File: config.mk
export PLATFORM = sky130hd
export DESIGN_NAME = n_clic_ext_irq
export DESIGN_NICKNAME = d
export VERILOG_FILES = /design/src/rtl/n_clic_ext_irq_pkg.sv /design/src/rtl/n_clic_irq_sync.sv /design/src/rtl/n_clic_ext_irq.sv
export SDC_FILE = /design/constraint.sdc
export NUM_CORES = 1
export LEC_CHECK = 0
export ABC_AREA = 1
export BUFFER_PORTS_ARGS = -buffer_cell sky130_fd_sc_hd__buf_4
export CAP_MARGIN = 20
export CORE_MARGIN = 2
export CORE_UTILIZATION = 49
export CTS_CLUSTER_DIAMETER = 40
export CTS_CLUSTER_SIZE = 20
export DETAILED_ROUTE_END_ITERATION = 10
export PLACE_DENSITY = 0.8
export RECOVER_POWER = 25
export SYNTH_ARGS = -nofsm -noshare
export SYNTH_HDL_FRONTEND = slang
export SYNTH_SLANG_ARGS = --single-unit
File: constraint.sdc
create_clock -name clk -period 2 [get_ports clk]
set_input_delay 0.4 -clock clk [delete_from_list [all_inputs] [get_ports clk]]
set_output_delay 0.4 -clock clk [all_outputs]
set_load 0.01 [all_outputs]
File: src/rtl/n_clic_ext_irq_pkg.sv
// Shared types and constants for the n_clic external interrupt front end:
// CSR op encoding, trigger modes, CSR addresses and the CSR read-modify-write helper.
package n_clic_ext_irq_pkg;

  localparam int XLEN      = 32;
  localparam int VecSize   = 16;
  localparam int VecW      = $clog2(VecSize);
  localparam int CsrAddrW  = 12;
  localparam int NumExtIrq = 4;

  localparam logic [CsrAddrW-1:0] ExtIrqCfgAddr = 12'h7C0;
  localparam logic [CsrAddrW-1:0] ExtIrqOvfAddr = 12'h7C1;

  typedef enum logic [1:0] {
    TRIG_OFF   = 2'b00,
    TRIG_RISE  = 2'b01,
    TRIG_FALL  = 2'b10,
    TRIG_LEVEL = 2'b11
  } trig_mode_t;

  // Bit 2 selects the immediate operand; bits [1:0] select write/set/clear.
  typedef enum logic [2:0] {
    CSR_RW  = 3'b001,
    CSR_RS  = 3'b010,
    CSR_RC  = 3'b011,
    CSR_RWI = 3'b101,
    CSR_RSI = 3'b110,
    CSR_RCI = 3'b111
  } csr_op_t;

  typedef enum logic {
    ST_IDLE  = 1'b0,
    ST_OFFER = 1'b1
  } ext_irq_state_t;

  function automatic logic [XLEN-1:0] csr_apply(input logic [2:0] op,
                                                input logic [XLEN-1:0] old_val,
                                                input logic [XLEN-1:0] operand);
    logic [XLEN-1:0] res;
    res = old_val;
    case (op[1:0])
      2'b01:   res = operand;
      2'b10:   res = old_val | operand;
      2'b11:   res = old_val & ~operand;
      default: res = old_val;
    endcase
    return res;
  endfunction

endpackage

File: src/rtl/n_clic_irq_sync.sv
// One external pin: synchronizer chain, previous-value flop and trigger-mode event decode.
// The event output is combinational from the synchronized value and its one-cycle-old copy.
module n_clic_irq_sync
  import n_clic_ext_irq_pkg::*;
#(
  parameter int SyncStages = 2
) (
  input  logic       clk,
  input  logic       reset,
  input  logic       pin,
  input  logic [1:0] mode,
  output logic       evt
);

  logic [SyncStages-1:0] sync_q;
  logic                  prev_q;
  logic                  s;

  assign s = sync_q[SyncStages-1];

  always_ff @(posedge clk) begin
    if (reset) begin
      sync_q <= '0;
      prev_q <= 1'b0;
    end else begin
      sync_q <= {sync_q[SyncStages-2:0], pin};
      prev_q <= s;
    end
  end

  always_comb begin
    evt = 1'b0;
    case (trig_mode_t'(mode))
      TRIG_RISE:  evt = s & ~prev_q;
      TRIG_FALL:  evt = ~s & prev_q;
      TRIG_LEVEL: evt = s;
      default:    evt = 1'b0;
    endcase
  end

endmodule

File: src/rtl/n_clic_ext_irq.sv
// External interrupt pend-request source for n_clic: per-pin event latches with sticky
// overflow, trigger-mode and overflow CSRs, and a round-robin valid/ack pend offer.
module n_clic_ext_irq
  import n_clic_ext_irq_pkg::*;
#(
  parameter int                  NumSrc     = 4,
  parameter int                  SyncStages = 2,
  parameter int                  BaseIndex  = 1,
  parameter logic [CsrAddrW-1:0] CfgAddr    = ExtIrqCfgAddr,
  parameter logic [CsrAddrW-1:0] OvfAddr    = ExtIrqOvfAddr
) (
  input  logic                clk,
  input  logic                reset,
  input  logic [NumSrc-1:0]   ext_irq_in,
  input  logic                csr_enable,
  input  logic [CsrAddrW-1:0] csr_addr,
  input  logic [2:0]          csr_op,
  input  logic [4:0]          rs1_zimm,
  input  logic [XLEN-1:0]     rs1_data,
  output logic [XLEN-1:0]     csr_out,
  output logic                pend_valid,
  output logic [VecW-1:0]     pend_index,
  input  logic                pend_ack
);

  localparam int GrantW = (NumSrc > 1) ? $clog2(NumSrc) : 1;

  ext_irq_state_t          state_q, state_d;
  logic [2*NumSrc-1:0]     cfg_q, cfg_d;
  logic [NumSrc-1:0]       ovf_q, ovf_d, ovf_set, ovf_clr;
  logic [NumSrc-1:0]       latch_q, latch_d;
  logic [NumSrc-1:0]       evt;
  logic [GrantW-1:0]       rr_q, rr_d, grant_q, grant_d;
  logic                    pend_valid_d;
  logic [VecW-1:0]         pend_index_d;
  logic                    ack_fire;

  logic [XLEN-1:0]         operand, cfg_word, ovf_word, cfg_new;
  logic                    cfg_sel, ovf_sel;

  for (genvar g = 0; g < NumSrc; g++) begin : g_src
    n_clic_irq_sync #(.SyncStages(SyncStages)) u_sync (
      .clk   (clk),
      .reset (reset),
      .pin   (ext_irq_in[g]),
      .mode  (cfg_q[2*g +: 2]),
      .evt   (evt[g])
    );
  end

  // CSR access
  assign operand  = csr_op[2] ? {{(XLEN-5){1'b0}}, rs1_zimm} : rs1_data;
  assign cfg_word = XLEN'(cfg_q);
  assign ovf_word = XLEN'(ovf_q);
  assign cfg_sel  = csr_enable && (csr_addr == CfgAddr);
  assign ovf_sel  = csr_enable && (csr_addr == OvfAddr);
  assign cfg_new  = csr_apply(csr_op, cfg_word, operand);
  assign cfg_d    = cfg_sel ? cfg_new[2*NumSrc-1:0] : cfg_q;
  assign ovf_clr  = (ovf_sel && (csr_op[1:0] == 2'b11)) ? operand[NumSrc-1:0] : '0;
  // A new overflow wins over a same-cycle software clear.
  assign ovf_d    = (ovf_q & ~ovf_clr) | ovf_set;

  always_comb begin
    csr_out = '0;
    if (csr_addr == CfgAddr)      csr_out = cfg_word;
    else if (csr_addr == OvfAddr) csr_out = ovf_word;
  end

  // Offer FSM with round-robin grant starting at rr_q
  always_comb begin
    int idx;
    int found;
    state_d      = state_q;
    rr_d         = rr_q;
    grant_d      = grant_q;
    pend_valid_d = pend_valid;
    pend_index_d = pend_index;
    ack_fire     = 1'b0;
    found        = 0;
    idx          = 0;
    case (state_q)
      ST_IDLE: begin
        if (|latch_q) begin
          for (int off = NumSrc - 1; off >= 0; off--) begin
            idx = (int'(rr_q) + off) % NumSrc;
            if (latch_q[idx]) found = idx;
          end
          grant_d      = GrantW'(found);
          pend_index_d = VecW'(BaseIndex + found);
          pend_valid_d = 1'b1;
          state_d      = ST_OFFER;
        end
      end
      ST_OFFER: begin
        if (pend_ack) begin
          ack_fire     = 1'b1;
          pend_valid_d = 1'b0;
          rr_d         = (int'(grant_q) == NumSrc - 1) ? '0 : GrantW'(int'(grant_q) + 1);
          state_d      = ST_IDLE;
        end
      end
      default: state_d = ST_IDLE;
    endcase
  end

  // Request latches: a fresh event beats the ack clear; only edge modes can overflow.
  always_comb begin
    logic held;
    logic clr;
    logic is_edge;
    latch_d = latch_q;
    ovf_set = '0;
    for (int i = 0; i < NumSrc; i++) begin
      held    = (state_q == ST_OFFER) && (int'(grant_q) == i);
      clr     = ack_fire && (int'(grant_q) == i);
      is_edge = (trig_mode_t'(cfg_q[2*i +: 2]) == TRIG_RISE) ||
                (trig_mode_t'(cfg_q[2*i +: 2]) == TRIG_FALL);
      if ((trig_mode_t'(cfg_q[2*i +: 2]) == TRIG_OFF) && !held && !clr) begin
        latch_d[i] = 1'b0;
      end else if (evt[i]) begin
        latch_d[i] = 1'b1;
        if (is_edge && latch_q[i] && !clr) ovf_set[i] = 1'b1;
      end else if (clr) begin
        latch_d[i] = 1'b0;
      end
    end
  end

  always_ff @(posedge clk) begin
    if (reset) begin
      state_q    <= ST_IDLE;
      cfg_q      <= '0;
      ovf_q      <= '0;
      latch_q    <= '0;
      rr_q       <= '0;
      grant_q    <= '0;
      pend_valid <= 1'b0;
      pend_index <= '0;
    end else begin
      state_q    <= state_d;
      cfg_q      <= cfg_d;
      ovf_q      <= ovf_d;
      latch_q    <= latch_d;
      rr_q       <= rr_d;
      grant_q    <= grant_d;
      pend_valid <= pend_valid_d;
      pend_index <= pend_index_d;
    end
  end

endmodule

==> metrics.md <==
| Metric | Value |
|---|---|
| Yosys Warn Count | 0 |
| Average via count per standard cell | 4.691 |
| DP HPWL | 3890 um |
| Commonest cells after routing, fill and taps aside | sky130_fd_sc_hd__nand2_1 (62), sky130_fd_sc_hd__inv_1 (55), sky130_fd_sc_hd__buf_4 (47) |
| Launching element type of the critical path | input pin |
| Area fraction in and, or, nand and nor cells after synthesis | 27.73% |
| Final critical-path setup slack | 128.0 ps |
| Drt drc | 0 |
| Height of the chip | 75.68 um |
| Main combinational cell family by area after synthesis | simple AND/OR/NAND/NOR gates |
| Synth top area cells | sky130_fd_sc_hd__dfxtp_1 (29%), sky130_fd_sc_hd__ha_1 (12%), sky130_fd_sc_hd__nand2_1 (9.2%), sky130_fd_sc_hd__inv_1 (8.2%), sky130_fd_sc_hd__buf_4 (7.8%) |
| Power per unit of standard cell area | 481.5 nW/um2 |
| Master cell of the clock root buffer | sky130_fd_sc_hd__clkbuf_8 |
| Mux share of post-synthesis cell area | 0.3976% |
| Leading cell type in the layout, fill and taps excluded | sky130_fd_sc_hd__nand2_1 |
| Area of the core | 5042 um2 |
| Sequential share of power | 53.7% |
| Clock skew after layout | 4.853 ps |
| WP data required | 1600 ps |
| Antenna violations before repair | 0 |
| Worst-case clock buffer depth | 2 |
| Number of hold violations in the final report | 0 |
| Number of top-level design ports | 97 |
| Synth Area in XOR/XNOR | 0% |
| Clock latency of the later-clocked register in the worst-skew pair | 290 ps |
| Net count, final | 486 |
| Total count of max-transition violations in the final report | 0 |
| Synth-to-Final Area Change | 15.11% |
| PnR Total Power | 1.395 mW |
| Endpoints failing setup | 0 |
| Min-delay worst type | in2reg |
| Worst voltage drop across the vdd grid | 0.2660 mV |
| CTS H-tree lvls | 2 |
| Overall overflow remaining after global route | 0 |
| Final period util | 93.60% |
| Compound-cell area share of the yosys netlist | 11.58% |
| Sequential element share of the synthesized area | 29.42% |
| Worst slack at placement | 103.2 ps |
| Setup_tns | 0 ps |
| Syn Area/Cell | 7.111 um2 |
| Count of vias placed by the detailed router | 2,214 |
| Unique cell type count in the Yosys netlist | 37 |
| Initial core utilization | 49.93% |
| Peak fanout along the critical path | 4 |
| Number of port buffers | 47 |
| Remaining antenna violation count after routing | 0 |
| Number of buffers inserted to repair setup after CTS | 0 |
| Proportion of netlist area held by the largest area contributor | 29.42% |
| Register bit count reported by yosys | 37 |
| Total clock buffers created by CTS | 5 |
| Placer Congestion | 0.8463 |
| Relative contribution of combinational cells to total power | 10.7% |
| Clock power frac | 35.6% |
| Setup repair after global routing missed its margin | false |
| Leakage power | 1.453 nW |
| Antenna Cells | 0 |
| Setup crit end kind | output pin |
| Adder-cell share of the synthesized area | 12.43% |
| Maximum capacitance violations | 0 |
| Pint | 1.058 mW |
| Arrival time worst endpoint | 1470 ps |
| Total detailed-routing wirelength | 4848 um |
| Clock tree from TritonCTS | built |
| Maximum clock frequency | 534.2 MHz |
| Net switching share of the total power | 24.14% |
| Total standard cell area after synthesis | 2517 um2 |
| Fraction of final layout cells with drive strength greater than 1 | 16.92% |
| Syn Inst Count | 354 |
| # clock sinks | 37 |
| First-pass GRT wire length | 8238 um |
| Critical Setup Path Class | in2out |
| Post-CTS clock slew at the launch and capture registers of the worst setup and hold paths | 70 ps |
| Result of the run | complete, no violations |
| Cell taking the most area after synthesis | sky130_fd_sc_hd__dfxtp_1 |
| GRT Util Overall | 18.64% |
| Total number of placement rows | 26 |
| Via count of the first global-routing pass | 2,019 |
| Chip width | 75.68 um |
| Final period demand of the worst path | 1872 ps |
| Die area | 5727 um2 |
| Net switching power of the design | 336.8 uW |
| Maximum number of pins on one net before global-route repair | 24 |
| Violation count after the first detailed-route iteration | 93 |
| Routed wirelength normalized by instance count | 10.27 um |
| Length of the first detailed-routing pass in iterations | 4 |
synth_stat cells, drive strengths merged:
library cell and instances:
conb 1, nor4 1, nand4 7, a31oi 1
a21oi 19, buf 28, dfxtp 37, and2 5
mux2i 1, o211a 1, clkbuf 3, nand2 65
ha 25, and3 1, a21boi 3, o21ai 22
nor2b 1, inv 59, nor3 5, a211oi 3
nor2 39, o22ai 4, nand3b 2, nand3 20
and3b 1
sequential cells by signal (all words and copies together) (netlist names):
| signal | flops |
|---|---|
| latch_q | 4 |
| state_q | 1 |
| rr_q | 2 |
| g_src.u_sync.prev_q | 4 |
| grant_q | 2 |
| pend_index | 3 |
| g_src.u_sync.sync_q | 8 |
| pend_valid | 1 |
| ovf_q | 4 |
| cfg_q | 8 |
through the flow:
step,hold slack (ps),cells,area [um2],util (%)
floorplan,388.3,378,2608,-
finish,310.7,472,2898,57.47
global route,317.7,472,2898,57.47
global placement,388.8,464,2816,55.86
CTS,306.0,472,2897,57.44
detailed placement,394.8,464,2816,55.86
cells by family (layout without fill, tap and decap cells):
logic type	Yosys count	count (layout)
buffers and inverters	90	114
and+or+nand+nor	147	147
DFF	37	37
muxes	1	1
adders and majority gates	25	25
AOI/OAI and AO/OA	53	53
other	1	25
power by group through the flow:
stage	registers, mW	logic, mW	clock network [mW]
finish	0.750	0.149	0.496
global route	0.750	0.172	0.533
floorplan	0.766	0.115	0
global placement	0.766	0.147	0
CTS	0.750	0.150	0.505
detailed placement	0.767	0.150	0
layer usage:
layer	global-route usage, %	vias to the layer above	wire length (um)
met3	3.175	6	229
met5	0	-	0
met2	32.75	59	2398
li1	-	1165	-
met1	22.20	984	2138
met4	8.382	0	82
critical path, stage by stage:
cell	delay, ps
sky130_fd_sc_hd__buf_4	110
sky130_fd_sc_hd__nor3_2	220
sky130_fd_sc_hd__nor2b_4	220
sky130_fd_sc_hd__nand3_1	180
sky130_fd_sc_hd__o22ai_1	190
sky130_fd_sc_hd__buf_4	150
final timing paths:
path	to	cells after the start	slack [ps]	start
min	g_src[1].u_sync.sync_q[0]	3	310	ext_irq_in[1]
max reg2reg	pend_index[1]	10	160	rr_q[1]
max	csr_out[3]	6	130	csr_addr[11]
min reg2reg	g_src[3].u_sync.sync_q[1]	2	400	g_src[3].u_sync.sync_q[0]
final cells by class:
| cell class | count | area [um2] |
|---|---|---|
| fill | 486 | 2145 |
| clock buffer | 8 | 80.08 |
| tap | 70 | 87.58 |
| sequential | 37 | 742.0 |
| multi-input combinational | 251 | 1406 |
| timing repair buffer | 47 | 352.8 |
| inverter | 59 | 229.0 |
timing repair:
item / in CTS / in global routing
setup endpoints to repair: 0 / 1
hold buffers: 0 / 0
gates resized for setup: 0 / 1
No activity file was read; power rests on OpenSTA's default activity.
